--- src/rtl/alu_share_arbiter.sv ---
// Round-robin arbiter sharing one combinational ALU between two requesters.
// Results are held in a one-entry response register owned by the accepted requester.
module alu_share_arbiter #(
  parameter int DATA_WIDTH = 32,
  parameter int FUNC_WIDTH = 5
) (
  input  logic                  clk,
  input  logic                  rst,

  input  logic                  req0_valid,
  output logic                  req0_ready,
  input  logic [DATA_WIDTH-1:0] req0_a,
  input  logic [DATA_WIDTH-1:0] req0_b,
  input  logic [FUNC_WIDTH-1:0] req0_ctrl,

  input  logic                  req1_valid,
  output logic                  req1_ready,
  input  logic [DATA_WIDTH-1:0] req1_a,
  input  logic [DATA_WIDTH-1:0] req1_b,
  input  logic [FUNC_WIDTH-1:0] req1_ctrl,

  output logic                  rsp0_valid,
  input  logic                  rsp0_ready,
  output logic [DATA_WIDTH-1:0] rsp0_data,
  output logic                  rsp0_err,

  output logic                  rsp1_valid,
  input  logic                  rsp1_ready,
  output logic [DATA_WIDTH-1:0] rsp1_data,
  output logic                  rsp1_err,

  output logic [DATA_WIDTH-1:0] alu_bus_A,
  output logic [DATA_WIDTH-1:0] alu_bus_B,
  output logic [FUNC_WIDTH-1:0] alu_ctrl,
  input  logic [DATA_WIDTH-1:0] alu_bus_out
);

  typedef enum logic {
    EMPTY = 1'b0,
    FULL  = 1'b1
  } state_t;

  // Largest function code the ALU supports; any larger code sets the error flag.
  localparam logic [FUNC_WIDTH-1:0] MAX_CTRL = FUNC_WIDTH'(15);

  state_t                state_q, state_d;
  logic                  rsp_owner_q, rsp_owner_d;
  logic [DATA_WIDTH-1:0] rsp_data_q, rsp_data_d;
  logic                  rsp_err_q, rsp_err_d;
  logic                  last_grant_q, last_grant_d;

  logic owner_ready;
  logic can_accept;
  logic win0;
  logic win1;
  logic accept0;
  logic accept1;

  // Arbitration and ALU operand steering; the requester that did not win last gets priority.
  always_comb begin
    owner_ready = rsp_owner_q ? rsp1_ready : rsp0_ready;
    can_accept  = (state_q == EMPTY) || owner_ready;
    win0        = !rst && req0_valid && (!req1_valid || last_grant_q);
    win1        = !rst && req1_valid && (!req0_valid || !last_grant_q);
    req0_ready  = win0 && can_accept;
    req1_ready  = win1 && can_accept;
    accept0     = req0_valid && req0_ready;
    accept1     = req1_valid && req1_ready;

    alu_bus_A = '0;
    alu_bus_B = '0;
    alu_ctrl  = '0;
    if (win0) begin
      alu_bus_A = req0_a;
      alu_bus_B = req0_b;
      alu_ctrl  = req0_ctrl;
    end else if (win1) begin
      alu_bus_A = req1_a;
      alu_bus_B = req1_b;
      alu_ctrl  = req1_ctrl;
    end
  end

  always_comb begin
    state_d      = state_q;
    rsp_owner_d  = rsp_owner_q;
    rsp_data_d   = rsp_data_q;
    rsp_err_d    = rsp_err_q;
    last_grant_d = last_grant_q;

    if (accept0 || accept1) begin
      state_d      = FULL;
      rsp_owner_d  = accept1;
      rsp_data_d   = alu_bus_out;
      rsp_err_d    = (alu_ctrl > MAX_CTRL);
      last_grant_d = accept1;
    end else if ((state_q == FULL) && owner_ready) begin
      state_d = EMPTY;
    end
  end

  always_ff @(posedge clk) begin
    if (rst) begin
      state_q      <= EMPTY;
      rsp_owner_q  <= 1'b0;
      rsp_data_q   <= '0;
      rsp_err_q    <= 1'b0;
      last_grant_q <= 1'b1;
    end else begin
      state_q      <= state_d;
      rsp_owner_q  <= rsp_owner_d;
      rsp_data_q   <= rsp_data_d;
      rsp_err_q    <= rsp_err_d;
      last_grant_q <= last_grant_d;
    end
  end

  // Outputs are forced quiet while reset is held, even before the first reset edge.
  always_comb begin
    rsp0_valid = !rst && (state_q == FULL) && !rsp_owner_q;
    rsp1_valid = !rst && (state_q == FULL) && rsp_owner_q;
    rsp0_data  = rst ? '0 : rsp_data_q;
    rsp1_data  = rst ? '0 : rsp_data_q;
    rsp0_err   = !rst && rsp_err_q;
    rsp1_err   = !rst && rsp_err_q;
  end

endmodule

--- config.mk ---
export PLATFORM = sky130hd
export DESIGN_NAME = alu_share_arbiter
export DESIGN_NICKNAME = d
export VERILOG_FILES = /design/src/rtl/alu_share_arbiter.sv
export SDC_FILE = /design/constraint.sdc
export NUM_CORES = 1
export LEC_CHECK = 0
export ABC_AREA = 0
export CORE_AREA = 2 2 123 125
export CTS_CLUSTER_DIAMETER = 30
export DETAILED_ROUTE_END_ITERATION = 10
export DIE_AREA = 0 0 125 127
export GPL_TIMING_DRIVEN = 0
export PLACE_DENSITY_LB_ADDON = 0.3
export SYNTH_ARGS = -nofsm -noshare
export SYNTH_HDL_FRONTEND = slang
export SYNTH_SLANG_ARGS = --single-unit
export TNS_END_PERCENT = 5
--- constraint.sdc ---
create_clock -name clk -period 2.1 [get_ports clk]
set_input_delay 0.21 -clock clk [delete_from_list [all_inputs] [get_ports clk]]
set_output_delay 0.21 -clock clk [all_outputs]
set_load 0.05 [all_outputs]
==> impl_metrics.json <==
{
  "drt-initial-drc-count": 101,
  "fin_nets": 746,
  "fin_area_um2": 5830,
  "setup_violations": 0,
  "ant_nets": 0,
  "worstMarginPinSlew_ns": 0.537,
  "vias": 3140,
  "p_sw_uw": 1220,
  "fmax_mhz": 492,
  "cts_root_buf": "clkbuf_16",
  "diodes": 0,
  "crit_start": "rst",
  "grt_pass1_wl_um": 18500,
  "min_period_ns": 2.03,
  "grt_max_degree": 12,
  "slew_violations": 0,
  "synth.avg_cell_area_um2": 9.80,
  "critPathMaxStageDelay_ns": 0.79,
  "final_common_cell": "clkdlybuf4s50_1",
  "synthCells": 250,
  "ios": 315,
  "cp-endpoint": "rsp1_data[4]",
  "worstSkewPairLatency_ns": 0.28,
  "clock_path_buffers": 2,
  "first_pass_iters": 4,
  "synth_mux_area_share_pct": 15.6,
  "synth_adder_area_share_pct": 0,
  "period_share_pct": 96.8,
  "wirelength_um": 12800,
  "worst_ir_drop_vdd_v": 0.000367,
  "ys_seq_area_share_pct": 29.4,
  "area_growth_pct": 138,
  "critical_path_required_ns": 1.89,
  "r2r_slack_ns": 0.37,
  "mostFrequentLayoutCells": "clkdlybuf4s50_1, buf_4, a22o_1, dfxtp_1, mux2_2",
  "grt_overflow_total": 0,
  "reg2reg_to": "rsp_data_q[31]$_SDFFE_PP0P_",
  "synth_compound_area_share_pct": 27.4,
  "fp-row-count": 44,
  "p_comb_share_pct": 52.4,
  "htree_levels": 2,
  "path_class": "in2out",
  "fin_worst_skew_ns": 0.00558,
  "internal_power_uw": 1970,
  "antenna_found_initial": 0,
  "gr-usage-all-layers_pct": 14.7,
  "swShare_pct": 38.2,
  "crit_family": "buffers and inverters",
  "crit_arrival_ns": 1.82,
  "dieHeight_um": 127,
  "post-place-ws_ns": -1.08,
  "setup_ws_ns": 0.0677,
  "gp_congestion": 0.905,
  "cts_buffers": 5,
  "crit_path_end_kind": "primary output",
  "cellPowerDensity_nw_per_um2": 548,
  "drive_gt1_share_pct": 33.5,
  "placed_area_um2": 5810,
  "slowest_stage": "clkdlybuf4s50_1",
  "rsz0062_at_grt": "true",
  "power_leakage_uw": 0.00269,
  "die_x_um": 125,
  "drc_errors": 0,
  "vias_per_cell": 4.16,
  "seqPwrFrac_pct": 24.0,
  "die_area_um2": 15900,
  "synth_top_family_by_area": "compound AO/OA/AOI/OAI gates",
  "crit_fanout": 10,
  "grt_pass1_vias": 3185,
  "synth-seq-cells": 36,
  "r2r_cells": 4,
  "cts_tree": "built",
  "hold_path.class": "in2reg",
  "slew_headroom_pct": 64.1,
  "cts.sink_count": 36,
  "wl_per_cell_um": 16.9,
  "start_util_pct": 17.0,
  "ys_types": 26,
  "maxCapViolations": 0,
  "hpwl_um": 11000,
  "crit_top_cell": "clkbuf_2",
  "synthSimpleGateAreaFrac_pct": 12.1,
  "path_clk_slew_ns": 0.06,
  "crit_buf_inv": 4,
  "utilization_pct": 40.4,
  "cp-start-kind": "input port",
  "synth_xor_area_share_pct": 0,
  "path_cells": "clkbuf_2, clkbuf_2, and2b_1, buf_4, clkdlybuf4s50_1",
  "clockPowerShare_pct": 23.5,
  "timing.rr.start": "rsp_owner_q$_SDFFE_PP0P_",
  "syn_area_um2": 2450,
  "synth_warnings": 0,
  "status": "finished clean",
  "portBuffers": 313,
  "critical_path_depth": 5,
  "finalHoldViolCount": 0,
  "syn-num-nets": 426,
  "coreArea_um2": 14400
}
[flip-flops by register name, summed over array words and instances (netlist names)]
| register | flops |
|---|---|
| last_grant_q | 1 |
| rsp_data_q | 32 |
| rsp_err_q | 1 |
| rsp_owner_q | 1 |
| state_q | 1 |
[power groups by stage]
stage          Clock (uW)  Combinational, uW  Sequential [uW]
5_1_grt               809               1750              774
6_report              751               1670              768
3_3_place_gp            0               1700              781
2_1_floorplan           0                984              777
3_5_place_dp            0               1710              782
4_1_cts               782               1660              768
[synth_stat cells]
library cell	instances	area, um^2
and2b_1	6	45.0
buf_4	34	255
a32o_1	1	10.0
nor3b_1	2	15.0
nor2_1	1	3.75
nor2b_1	31	194
a22o_1	68	596
dfxtp_1	36	721
nor3_2	1	10.0
mux2i_1	1	10.0
clkbuf_1	9	33.8
clkbuf_2	1	5.00
a21boi_0	1	7.51
a211oi_4	1	20.0
a21o_1	2	15.0
a21oi_1	1	5.00
mux2_2	32	360
a221o_1	1	10.0
buf_2	9	45.0
and2_1	2	12.5
mux2_1	1	11.3
buf_6	3	33.8
a311oi_1	1	8.76
nand2b_1	2	12.5
inv_1	2	7.51
nand2_1	1	3.75
[layout make-up]
cell class | instances | area, um^2
tap | 184 | 230
fill | 1473 | 8600
buffer | 55 | 414
multi-input combinational | 156 | 1360
timing repair buffer | 314 | 2940
inverter | 2 | 7.51
clock buffer | 7 | 143
sequential | 36 | 721
clock inverter | 1 | 7.51
[stage by stage]
stage               power, uW  instances  setup TNS [ns]  hold slack [ns]
finish                   3190        755               0            0.417
global route             3330        755          -0.230            0.433
CTS                      3210        755         -0.0135            0.522
detailed placement       2490        747          -66.64            0.540
global placement         2480        747          -65.35            0.512
floorplan                1760        250               0            0.338
[worst min-delay path, stage by stage]
cell	delay (ns)
dlymetal6s2s_1	0.18
nor2_1	0.12
a21oi_1	0.14
[what timing repair did]
action / in CTS / in global routing
pin swaps: 1 / 1
resized for setup: 430 / 74
gates cloned: 0 / 0
endpoints found under the setup margin: 91 / 89
hold buffers: 0 / 0
setup buffers: 1 / 0
[worst min-delay path by stage]
stage	startpoint	endpoint	slack [ns]	depth (start not counted)
detailed placement	last_grant_q$_SDFFE_PP1P_	last_grant_q$_SDFFE_PP1P_	0.54	1
floorplan	alu_bus_out[22]	rsp_data_q[22]$_SDFFE_PP0P_	0.34	1
finish	req0_valid	state_q$_SDFFE_PP0P_	0.42	3
CTS	rst	rsp_data_q[17]$_SDFFE_PP0P_	0.52	3
global placement	last_grant_q$_SDFFE_PP1P_	last_grant_q$_SDFFE_PP1P_	0.51	1
global route	req0_valid	rsp_owner_q$_SDFFE_PP0P_	0.43	3
[metal layers]
layer / global-route usage [%] / up-vias / share of wire, %
met4: 3.07 / 0 / 1.3
met1: 16.3 / 1445 / 38
li1: - / 1526 / -
met2: 28.0 / 159 / 53
met5: 0 / - / 0
met3: 3.81 / 10 / 7.5
[cell families after synthesis]
| logic type | count (synthesis) |
|---|---|
| flip-flops | 36 |
| buffers and inverters | 58 |
| AO/OA/AOI/OAI | 76 |
| multiplexers | 34 |
| AND/OR/NAND/NOR | 46 |
Power figures use the tool's default switching activity.
